<file path="src/rtl/alu_op_sequencer.sv">
// ---------------------------------------------------------------------------
// alu_op_sequencer
//
// Purpose:
//   Sequences one logic operation at a time through an external,
//   purely combinational 4-bit ALU. An accepted command is registered
//   onto the ALU operand/select lines. The sequencer waits SETTLE_CYC
//   clock edges, captures the ALU result, and then holds it on the
//   response port until the consumer takes it.
//
// Parameters:
//   SETTLE_CYC  Edges between driving the ALU operands and sampling
//               alu_out. The legal range is 1..15.
//
// Ports:
//   clk        single clock; all state changes on the rising edge
//   rst        synchronous active-high reset
//   cmd_valid  command offered
//   cmd_ready  command can be accepted (high in IDLE only)
//   cmd_a/b    4-bit operands
//   cmd_op     00 AND, 01 OR, 10 XOR, 11 XNOR
//   alu_in1/2  operands driven to the external ALU
//   alu_sel    operation select driven to the external ALU
//   alu_out    combinational result from the external ALU
//   rsp_valid  captured result available
//   rsp_ready  consumer accepts the result
//   rsp_data   captured result
//   rsp_op     op code belonging to rsp_data
//   busy       high whenever the FSM is not in IDLE
//
// Optional feature (macro ALU_SEQ_CHECK_EN):
//   chk_err    one-cycle pulse, aligned with the first rsp_valid cycle,
//              when alu_out disagrees with the locally computed result
//   err_cnt    saturating (255) count of such disagreements
// ---------------------------------------------------------------------------
module alu_op_sequencer #(
    parameter int SETTLE_CYC = 1
) (
    input  logic       clk,
    input  logic       rst,
    input  logic       cmd_valid,
    output logic       cmd_ready,
    input  logic [3:0] cmd_a,
    input  logic [3:0] cmd_b,
    input  logic [1:0] cmd_op,
    output logic [3:0] alu_in1,
    output logic [3:0] alu_in2,
    output logic [1:0] alu_sel,
    input  logic [3:0] alu_out,
    output logic       rsp_valid,
    input  logic       rsp_ready,
    output logic [3:0] rsp_data,
    output logic [1:0] rsp_op,
    output logic       busy
`ifdef ALU_SEQ_CHECK_EN
    ,
    output logic       chk_err,
    output logic [7:0] err_cnt
`endif
);

    localparam logic [3:0] SETTLE_LD = 4'(SETTLE_CYC);

    typedef enum logic [1:0] {
        ST_IDLE = 2'd0,
        ST_WAIT = 2'd1,
        ST_RESP = 2'd2
    } state_t;

    state_t     state_reg;
    logic       cmd_ready_reg;
    logic       busy_reg;
    logic [3:0] cnt_reg;
    logic [3:0] alu_in1_reg;
    logic [3:0] alu_in2_reg;
    logic [1:0] alu_sel_reg;
    logic       rsp_valid_reg;
    logic [3:0] rsp_data_reg;
    logic [1:0] rsp_op_reg;

`ifdef ALU_SEQ_CHECK_EN
    logic       chk_err_reg;
    logic [7:0] err_cnt_reg;
    logic [3:0] expected_next;
    logic       mismatch_next;

    // Reference result from the operands the sequencer itself is driving,
    // so a faulty ALU cannot mask its own error.
    always_comb begin
        expected_next = 4'h0;
        unique case (alu_sel_reg)
            2'b00: expected_next = alu_in1_reg & alu_in2_reg;
            2'b01: expected_next = alu_in1_reg | alu_in2_reg;
            2'b10: expected_next = alu_in1_reg ^ alu_in2_reg;
            2'b11: expected_next = ~(alu_in1_reg ^ alu_in2_reg);
            default: expected_next = 4'h0;
        endcase
        mismatch_next = (alu_out != expected_next);
    end
`endif

    always_ff @(posedge clk) begin
        if (rst) begin
            state_reg     <= ST_IDLE;
            cmd_ready_reg <= 1'b1;
            busy_reg      <= 1'b0;
            cnt_reg       <= 4'd0;
            alu_in1_reg   <= 4'h0;
            alu_in2_reg   <= 4'h0;
            alu_sel_reg   <= 2'b00;
            rsp_valid_reg <= 1'b0;
            rsp_data_reg  <= 4'h0;
            rsp_op_reg    <= 2'b00;
`ifdef ALU_SEQ_CHECK_EN
            chk_err_reg   <= 1'b0;
            err_cnt_reg   <= 8'd0;
`endif
        end else begin
`ifdef ALU_SEQ_CHECK_EN
            // chk_err is a single-cycle pulse; only the capture edge raises it.
            chk_err_reg <= 1'b0;
`endif
            unique case (state_reg)
                ST_IDLE: begin
                    if (cmd_valid && cmd_ready_reg) begin
                        alu_in1_reg   <= cmd_a;
                        alu_in2_reg   <= cmd_b;
                        alu_sel_reg   <= cmd_op;
                        cnt_reg       <= SETTLE_LD;
                        state_reg     <= ST_WAIT;
                        cmd_ready_reg <= 1'b0;
                        busy_reg      <= 1'b1;
                    end
                end
                ST_WAIT: begin
                    cnt_reg <= cnt_reg - 4'd1;
                    // Counter reaches zero on this edge: the ALU has had
                    // SETTLE_CYC cycles to settle, so sample it now.
                    if (cnt_reg == 4'd1) begin
                        rsp_data_reg  <= alu_out;
                        rsp_op_reg    <= alu_sel_reg;
                        rsp_valid_reg <= 1'b1;
                        state_reg     <= ST_RESP;
`ifdef ALU_SEQ_CHECK_EN
                        if (mismatch_next) begin
                            chk_err_reg <= 1'b1;
                            if (err_cnt_reg != 8'hFF) begin
                                err_cnt_reg <= err_cnt_reg + 8'd1;
                            end
                        end
`endif
                    end
                end
                ST_RESP: begin
                    if (rsp_ready) begin
                        rsp_valid_reg <= 1'b0;
                        state_reg     <= ST_IDLE;
                        cmd_ready_reg <= 1'b1;
                        busy_reg      <= 1'b0;
                    end
                end
                default: begin
                    state_reg     <= ST_IDLE;
                    cmd_ready_reg <= 1'b1;
                    busy_reg      <= 1'b0;
                    rsp_valid_reg <= 1'b0;
                end
            endcase
        end
    end

    assign cmd_ready = cmd_ready_reg;
    assign busy      = busy_reg;
    assign alu_in1   = alu_in1_reg;
    assign alu_in2   = alu_in2_reg;
    assign alu_sel   = alu_sel_reg;
    assign rsp_valid = rsp_valid_reg;
    assign rsp_data  = rsp_data_reg;
    assign rsp_op    = rsp_op_reg;
`ifdef ALU_SEQ_CHECK_EN
    assign chk_err   = chk_err_reg;
    assign err_cnt   = err_cnt_reg;
`endif

endmodule

</file>
<file path="config.mk">
export PLATFORM = sky130hd
export DESIGN_NAME = alu_op_sequencer
export DESIGN_NICKNAME = d
export VERILOG_FILES = /design/src/rtl/alu_op_sequencer.sv
export SDC_FILE = /design/constraint.sdc
export NUM_CORES = 1
export LEC_CHECK = 0
export ABC_AREA = 1
export CELL_PAD_IN_SITES_DETAIL_PLACEMENT = 1
export CELL_PAD_IN_SITES_GLOBAL_PLACEMENT = 2
export CORE_AREA = 2 2 67 69
export DETAILED_ROUTE_END_ITERATION = 8
export DIE_AREA = 0 0 69 71
export GPL_TIMING_DRIVEN = 1
export PLACE_DENSITY_LB_ADDON = 0.1
export SLEW_MARGIN = 15
export SYNTH_ARGS = -nofsm -noshare
export SYNTH_HDL_FRONTEND = slang
export SYNTH_SLANG_ARGS = --single-unit
</file>
<file path="constraint.sdc">
create_clock -name clk -period 3.6 [get_ports clk]
set_input_delay 0.54 -clock clk [delete_from_list [all_inputs] [get_ports clk]]
set_output_delay 0.54 -clock clk [all_outputs]
set_load 0.01 [all_outputs]
</file>
==> results.json <==
{
  "worstSkewPairLatency_ps": 260,
  "arrival_ps": 1170,
  "fin_crit_ps": 1710,
  "hold_class": "flip-flop to flip-flop",
  "crit_type": "flip-flop to output port",
  "path_cells": "clkdlybuf4s50_1",
  "ctsHoldBuffers": 0,
  "whs_ps": 476,
  "drt-wirelength-per-cell_um": 11.6,
  "cp_num_buf_inv": 1,
  "rsz0062_at_grt": "no",
  "rr_startpoint": "cnt_reg[0]",
  "power.density_nw_per_um2": 483,
  "crit_start": "alu_sel[0]",
  "vias": 907,
  "crit_required_ps": 3060,
  "grt_usage": 0.111,
  "htree_levels": 1,
  "setup_viol": 0,
  "cpLargestDelayFamily": "buffers and inverters",
  "wirelength_um": 2520,
  "synth-seq-cells": 25,
  "cts_buffer_depth": 2,
  "status": "finished clean",
  "end_kind": "output port",
  "postSynthCellCount": 129,
  "ant_nets": 0,
  "fin_skew_ps": 4.20,
  "drc_errors": 0,
  "min_period_over_period": 0.475,
  "initialDrtViolationCount": 35,
  "diodes": 0,
  "final_common_cell": "clkdlybuf4s50_1",
  "firstDrtPassIters": 4,
  "chipHeight_um": 71,
  "swShare": 0.303,
  "postSynthAreaPerCell_um2": 7.92,
  "io_buffers": 36,
  "slew_viol_final": 0,
  "place_congestion": 0.691,
  "vias_per_cell": 4.18,
  "p_int_w": 0.000493,
  "coreArea_um2": 4200,
  "setup_tns_ps": 0,
  "reg2reg_setup_slack_ps": 2350,
  "clock_power_share": 0.232,
  "nFillCells": 522,
  "final_cell_mix": "36 x clkdlybuf4s50_1, 33 x nor2_1, 25 x dfxtp_1, 15 x o21ai_0, 14 x nand2_1",
  "grt_max_degree": 22,
  "cp_slowest_cell": "clkdlybuf4s50_1",
  "ys_types": 22,
  "initial_core_util": 0.243,
  "clkTransAtPathRegs_ps": 90,
  "p_comb_frac": 0.294,
  "overflow": 0,
  "layout.nets": 186,
  "row_count": 24,
  "leakagePower_nw": 0.567,
  "max_freq_mhz": 585,
  "die_w_um": 69,
  "cts_buffers": 3,
  "syn-num-nets": 149,
  "hold_viol": 0,
  "clock-sinks": 25,
  "cts_setup_buffers": 0,
  "maxCapViolations": 0,
  "relSlewSlack": 0.768,
  "hp-start": "rsp_valid",
  "ir_worst_vdd_uv": 139,
  "grt_first_pass_wirelength_um": 4400,
  "synthesis.area_um2": 1020,
  "ctsResizeCount": 0,
  "worstMarginPinSlew_ps": 347,
  "antenna_found_initial": 0,
  "dpl.cell_count": 213,
  "yosysWarnings": 0,
  "place_hpwl_um": 1860,
  "layout.cells.non_filler": 217,
  "cp-start-kind": "flip-flop",
  "drive_above_1_share": 0.133,
  "die_area_um2": 4900,
  "seq_area_frac_synth": 0.490,
  "p_switching_w": 0.000214,
  "max_stage_delay_ps": 550,
  "ios": 37,
  "cts_tree": "built",
  "cp_max_fo": 3,
  "syn_to_final_growth_pct": 43.0,
  "grt_pass1_vias": 982,
  "root_buffer": "clkbuf_8",
  "pwr-share-seq": 0.474
}
==> stage by stage <==
step | setup slack [ps] | area (um^2) | util | power [W]
6_report | 1890 | 1460 | 0.348 | 0.000707
5_1_grt | 1810 | 1460 | 0.348 | 0.000764
4_1_cts | 1860 | 1460 | 0.348 | 0.000725
3_5_place_dp | 1690 | 1420 | 0.337 | 0.000553
3_3_place_gp | 1710 | 1420 | 0.337 | 0.000549
2_1_floorplan | 2380 | 1020 | - | 0.000461
==> Yosys cell counts <==
| cell type | count | area (um^2) |
|---|---|---|
| inv_2 | 4 | 15.0 |
| nand3_4 | 1 | 17.5 |
| nand3_1 | 5 | 25.0 |
| a21oi_2 | 2 | 17.5 |
| nor2_4 | 1 | 11.3 |
| nand2_2 | 2 | 12.5 |
| ha_1 | 2 | 25.0 |
| nor2_2 | 6 | 37.5 |
| dfxtp_1 | 25 | 500 |
| buf_6 | 2 | 22.5 |
| or2_2 | 1 | 6.26 |
| nand3b_1 | 1 | 7.51 |
| nand2_1 | 14 | 52.6 |
| inv_1 | 5 | 18.8 |
| buf_2 | 1 | 5.00 |
| o21ai_0 | 15 | 75.1 |
| clkinv_4 | 1 | 8.76 |
| clkbuf_1 | 1 | 3.75 |
| a21oi_1 | 3 | 15.0 |
| o21ai_1 | 3 | 15.0 |
| nor2_1 | 33 | 124 |
| inv_4 | 1 | 6.26 |
==> worst reg2reg max path: stages, from the launching register on <==
cell	delay (ps)
dfxtp_1	360
inv_1	80
ha_1	300
or2_2	290
a21oi_1	150
==> cell type report <==
| type | count | area [um^2] | share of cell area |
|---|---|---|---|
| inverters | 11 | 48.8 | 0.0334 |
| multi-input cells | 89 | 442 | 0.302 |
| flip-flops and latches | 25 | 500 | 0.342 |
| clock buffers | 4 | 45.0 | 0.0308 |
| well taps | 52 | 65.1 | 0.0445 |
| repair buffers | 36 | 360 | 0.247 |
==> layer usage <==
layer  routed length, um  vias to the layer above  part of all wire  track usage
met4                  12                        0            0.0048       0.0392
li1                    -                      477                 -            -
met1                1140                      409              0.45        0.124
met2                1250                       19              0.50        0.205
met3                 111                        2             0.044       0.0242
met5                   0                        -                 0            0
==> logic make-up after synthesis <==
group	count (synthesis)	share of synthesized area
buffers and inverters	15	0.0783
adder cells (fa/ha/maj)	2	0.0245
AND/OR/NAND/NOR	64	0.288
AO/OA/AOI/OAI	23	0.120
flip-flops	25	0.490
==> final timing paths <==
check / end / depth (start not counted)
setup / recovery: alu_sel[0] / 1
hold reg to reg: rsp_valid / 2
setup reg to reg: cnt_reg[1] / 4
hold / removal: rsp_valid / 2
==> power groups by stage <==
stage | logic, W | clock network (W) | registers (W)
floorplan | 0.000110 | 0 | 0.000352
global placement | 0.000207 | 0 | 0.000342
detailed placement | 0.000211 | 0 | 0.000342
CTS | 0.000213 | 0.000176 | 0.000336
global route | 0.000233 | 0.000190 | 0.000341
finish | 0.000207 | 0.000164 | 0.000335
Power figures use the tool's default switching activity.
